[config.mk]
export PLATFORM = sky130hd
export DESIGN_NAME = booth16_mul_ctrl
export DESIGN_NICKNAME = d
export VERILOG_FILES = /design/src/rtl/booth16_pkg.sv /design/src/rtl/booth16_digit_dec.sv /design/src/rtl/booth16_mul_ctrl.sv
export SDC_FILE = /design/constraint.sdc
export NUM_CORES = 1
export LEC_CHECK = 0
export CORE_ASPECT_RATIO = 1.2
export CORE_MARGIN = 5
export CORE_UTILIZATION = 40
export CTS_CLUSTER_DIAMETER = 100
export DETAILED_ROUTE_END_ITERATION = 10
export HOLD_SLACK_MARGIN = 0.15
export PLACE_DENSITY_LB_ADDON = 0.12
export SLEW_MARGIN = 20
export SYNTH_ARGS = -nofsm -noshare
export SYNTH_HDL_FRONTEND = slang
export SYNTH_SLANG_ARGS = --single-unit
[constraint.sdc]
create_clock -name clk -period 3.3 [get_ports clk]
set_input_delay 0.66 -clock clk [delete_from_list [all_inputs] [get_ports clk]]
set_output_delay 0.66 -clock clk [all_outputs]
set_load 0.02 [all_outputs]
[src/rtl/booth16_pkg.sv]
// Shared types for the radix-16 Booth multiplier controller and its digit decoder.
package booth16_pkg;

    localparam int DIG_BITS = 4;

    typedef enum logic [1:0] {
        IDLE = 2'd0,
        RUN  = 2'd1,
        DONE = 2'd2
    } state_e;

    typedef logic [4:0] booth_win_t;

    typedef struct packed {
        logic       neg;
        logic [3:0] mag;
    } booth_digit_t;

endpackage

[src/rtl/booth16_digit_dec.sv]
// Radix-16 Booth digit decoder: 5-bit window {b[4i+3:4i], b[4i-1]} to sign/magnitude digit.
module booth16_digit_dec
    import booth16_pkg::*;
(
    input  booth_win_t   win,
    output booth_digit_t digit
);

    logic signed [4:0] d;
    logic signed [4:0] d_abs;

    // win[4:1] read as a signed nibble is -8*w4 + 4*w3 + 2*w2 + w1; w0 adds the carry-in bit.
    always_comb begin
        d         = $signed({win[4], win[4:1]}) + $signed({4'b0000, win[0]});
        d_abs     = d[4] ? -d : d;
        digit.neg = d[4];
        digit.mag = d_abs[3:0];
    end

endmodule

[src/rtl/booth16_mul_ctrl.sv]
// Sequencing controller for the sequential radix-16 Booth multiplier datapath.
// Optional BOOTH16_PERF_CNT_EN adds perf_ops / perf_stall counters.
module booth16_mul_ctrl
    import booth16_pkg::*;
#(
    parameter int WIDTH = 8
) (
    input  logic             clk,
    input  logic             rst_n,
    input  logic             in_valid,
    output logic             in_ready,
    input  logic [WIDTH-1:0] mult_b,
    input  logic             flush,
    output logic             step_en,
    output logic             step_first,
    output logic             step_last,
    output logic [4:0]       booth_win,
    output logic             digit_neg,
    output logic [3:0]       digit_mag,
    output logic             out_valid,
    input  logic             out_ready
`ifdef BOOTH16_PERF_CNT_EN
    ,
    output logic [31:0]      perf_ops,
    output logic [31:0]      perf_stall
`endif
);

    localparam int NDIG  = WIDTH / DIG_BITS;
    localparam int CNT_W = (NDIG > 1) ? $clog2(NDIG) : 1;

    state_e             state_q, state_d;
    logic [WIDTH:0]     breg_q, breg_d;
    logic [CNT_W-1:0]   cnt_q, cnt_d;
    booth_digit_t       digit;

    // NOTE: every output and next-state signal gets a default first so no path infers a latch.
    always_comb begin
        state_d    = state_q;
        breg_d     = breg_q;
        cnt_d      = cnt_q;
        in_ready   = 1'b0;
        step_en    = 1'b0;
        step_first = 1'b0;
        step_last  = 1'b0;
        out_valid  = 1'b0;
        booth_win  = '0;

        unique case (state_q)
            IDLE: begin
                in_ready = 1'b1;
                if (in_valid && !flush) begin
                    breg_d  = {mult_b, 1'b0};
                    cnt_d   = '0;
                    state_d = RUN;
                end
            end
            RUN: begin
                step_en    = 1'b1;
                booth_win  = breg_q[4:0];
                step_first = (cnt_q == '0);
                step_last  = (cnt_q == CNT_W'(NDIG - 1));
                breg_d     = {{DIG_BITS{breg_q[WIDTH]}}, breg_q[WIDTH:DIG_BITS]};
                cnt_d      = cnt_q + CNT_W'(1);
                if (flush) begin
                    state_d = IDLE;
                    cnt_d   = '0;
                end else if (step_last) begin
                    state_d = DONE;
                end
            end
            DONE: begin
                out_valid = 1'b1;
                if (flush) begin
                    state_d = IDLE;
                    cnt_d   = '0;
                end else if (out_ready) begin
                    state_d = IDLE;
                end
            end
            default: state_d = IDLE;
        endcase
    end

    // NOTE: state registers use non-blocking assignments so all flops update from pre-edge values.
    always_ff @(posedge clk or negedge rst_n) begin
        if (!rst_n) begin
            state_q <= IDLE;
            breg_q  <= '0;
            cnt_q   <= '0;
        end else begin
            state_q <= state_d;
            breg_q  <= breg_d;
            cnt_q   <= cnt_d;
        end
    end

    booth16_digit_dec u_dec (
        .win   (booth_win),
        .digit (digit)
    );

    assign digit_neg = digit.neg;
    assign digit_mag = digit.mag;

`ifdef BOOTH16_PERF_CNT_EN
    logic [31:0] perf_ops_q, perf_ops_d;
    logic [31:0] perf_stall_q, perf_stall_d;

    // A flush cycle in DONE is neither a completion nor a stall.
    always_comb begin
        perf_ops_d   = perf_ops_q;
        perf_stall_d = perf_stall_q;
        if (state_q == DONE && !flush) begin
            if (out_ready) perf_ops_d   = perf_ops_q + 32'd1;
            else           perf_stall_d = perf_stall_q + 32'd1;
        end
    end

    always_ff @(posedge clk or negedge rst_n) begin
        if (!rst_n) begin
            perf_ops_q   <= '0;
            perf_stall_q <= '0;
        end else begin
            perf_ops_q   <= perf_ops_d;
            perf_stall_q <= perf_stall_d;
        end
    end

    assign perf_ops   = perf_ops_q;
    assign perf_stall = perf_stall_q;
`endif

endmodule

==> results.toml <==
[grt]
grt-ovfl-total = 0
grt_use_total = 0.128
grt_pass1_wl_mm = 2.93
grt_max_degree = 13
antenna_found_initial = 0
grt_pass1_vias = 672

[synthesis]
synth.most_common_cell = "dfrtp_1"
synth-xor-area-share = 0
ys.flop_type = "dfrtp_1"
syn-cell-area_sq_um = 808
synthArstFlopShare = 1.00
synth_simple_gate_area_frac = 0.198
syn-num-nets = 102
syn_inst = 86
synth_warnings = 0
synth_top_family_by_area = "simple AND/OR/NAND/NOR gates"
syn_area_per_cell_sq_um = 9.40
yosys-mux-area-fraction = 0.173
synth.distinct_cells = 27
synth_area_leaders = "dfrtp_1, mux2_2, mux2i_1, inv_1, ha_1"
synth_edf_count = 0
seq_area_frac_synth = 0.372
ys_top_cells_by_count = "dfrtp_1, inv_1, mux2_2, nand2_1, nor2_1"
synth_compound_area_frac = 0.122
synth_top_area_cell = "dfrtp_1"
synth_top_area_share = 0.372
synth_fa_ha_area_frac = 0.0464
ys_ff_latch = 12

[worst_setup_path]
start_kind = "flip-flop"
critPathKind = "reg -> out"
arrival_ns = 2.49
cp_max_fo = 4
crit_path_end_kind = "output pin"
crit_required_ns = 2.64

[cells_and_area]
diodes = 0
final_layout_size_suffix_gt1_frac = 0.213
nets = 140
postLayoutCoreUtil = 0.620
design_area_sq_mm = 0.00117
area_growth_pct = 45.2

[clock_network]
cts_hold_buf = 0
cts_buffers = 3
post_cts_buffers = 0
path_clk_slew_ns = 0.07
root_buffer = "clkbuf_4"
cts_tree = "built"
clk_latency_ns = 0.27
htree_levels = 1
clock-sinks = 12
clock_path_buffers = 2

[place]
hpwl_mm = 1.52
port-buffer-count = 27
place_area_sq_mm = 0.00114
gp_congestion = 0.812

[timing]
fmax_mhz = 318
post-route-min-period_ns = 3.15
setup_viol = 0
hold_violations = 0
final_max_slew_viol_count = 0
period_share = 0.954
rsz0062_at_grt = "no"
slew_headroom = 0.651
worstMarginPinSlew_ns = 0.522
finClkSkew_ns = 0.00357

[worst_hold_path]
min_path_type = "reg -> reg"

[detailed_routing]
drc = 0
vias_per_cell = 5.08
ant_nets = 0
drtPass1Iterations = 4
wl_per_cell_um = 12.9
vias = 716
wl_mm = 1.82
first_iter_violations = 4

[floorplan]
initial_core_util = 0.427
core_sq_mm = 0.00189
die_h_um = 59.2
die_w_um = 51.0
die_area_sq_mm = 0.00302
std_cell_rows = 17
ios = 28

[pwr]
leakage_nw = 0.588
irDropWorstVdd_uv = 332
p_per_area_mw_per_mm2 = 480

[flow_run]
drv_cap = 0

[status]
run_status = "finished clean"
## per-stage QoR
stage          total power, mW  cells  setup slack (ns)  hold slack (ns)  setup TNS (ns)
2_1_floorplan            0.368     86             0.188            0.364               0
3_3_place_gp             0.475    138            0.0488            0.485               0
3_5_place_dp             0.481    138           -0.0261            0.496         -0.0261
4_1_cts                  0.572    141           0.00526            0.513               0
5_1_grt                  0.603    141            0.0305            0.516               0
6_report                 0.563    141             0.152            0.506               0
## cell usage in the layout (no fill, tap or decap)
cell type and count:
o2bb2ai_1 1, dlymetal6s2s_1 2, a22o_1 1, and3_1 1, a22oi_1 2, nand2b_4 1, inv_1 11, nand3_1 3
nand2b_1 2, nor2_1 6, buf_2 1, nand4b_1 1, o41ai_2 1, o21ai_0 2, nand2_1 7, ha_1 3
a21oi_1 5, mux2i_1 5, buf_4 9, o22ai_1 1, clkbuf_4 3, a21oi_4 1, nor2b_1 2, or4_1 1
and3b_2 1, dfrtp_1 12, and2_1 4, mux2_2 8, clkdlybuf4s50_1 24, inv_2 1
## cell families after synthesis
| kind of cell | count (synthesis) |
|---|---|
| simple gates | 29 |
| compound gates | 14 |
| flops | 12 |
| mux | 13 |
| buf+inv | 15 |
| fa+ha+maj | 3 |
## sequential cells by signal, summed over array words and instances (netlist names)
signal	count
breg_q	9
cnt_q	1
state_q	2
## area by class of cell
class,instances,area [sq um]
fill,175,719
multi-input combinational,59,444
timing repair buffer,36,338
sequential,12,300
inverter,12,45.0
tap,19,23.8
clock buffer,3,22.5
## worst paths after layout
| kind | from | end | slack (ns) | depth (start not counted) |
|---|---|---|---|---|
| max reg2reg | state_q[0]$_DFFE_PN0P_ | breg_q[1]$_DFFE_PN0P_ | 1.90 | 4 |
| max | state_q[0]$_DFFE_PN0P_ | digit_mag[2] | 0.15 | 11 |
| max in group asynchronous | rst_n | breg_q[1]$_DFFE_PN0P_ | 2.22 | 1 |
| min | breg_q[1]$_DFFE_PN0P_ | breg_q[1]$_DFFE_PN0P_ | 0.51 | 1 |
| min in group asynchronous | rst_n | breg_q[7]$_DFFE_PN0P_ | 0.73 | 1 |
| min reg2reg | breg_q[1]$_DFFE_PN0P_ | breg_q[1]$_DFFE_PN0P_ | 0.51 | 1 |
## power by group
group / switching, mW / internal (mW)
Combinational: 0.123 / 0.134
Sequential: 0.0339 / 0.185
Clock: 0.0455 / 0.0423
## what timing repair did
action,in CTS,in global routing
setup endpoints to repair,2,3
resized for setup,4,3
endpoints found under the hold margin,0,0
## per-layer routing
| metal | vias up | global-route usage | wire length, um |
|---|---|---|---|
| met2 | 17 | 0.234 | 950 |
| met1 | 326 | 0.141 | 730 |
| met4 | 0 | 0.0577 | 33 |
| met5 | - | 0 | 0 |
| li1 | 369 | - | - |
| met3 | 4 | 0.0252 | 100 |
## critical path: stages (launching register included)
cell and delay (ns):
dfrtp_1 0.40, nand2b_4 0.10, inv_2 0.04, and2_1 0.16, ha_1 0.20, ha_1 0.30
inv_1 0.05, ha_1 0.17, nand2b_1 0.16, or4_1 0.40, nand3_1 0.09, buf_2 0.16
Power figures use the tool's default switching activity.
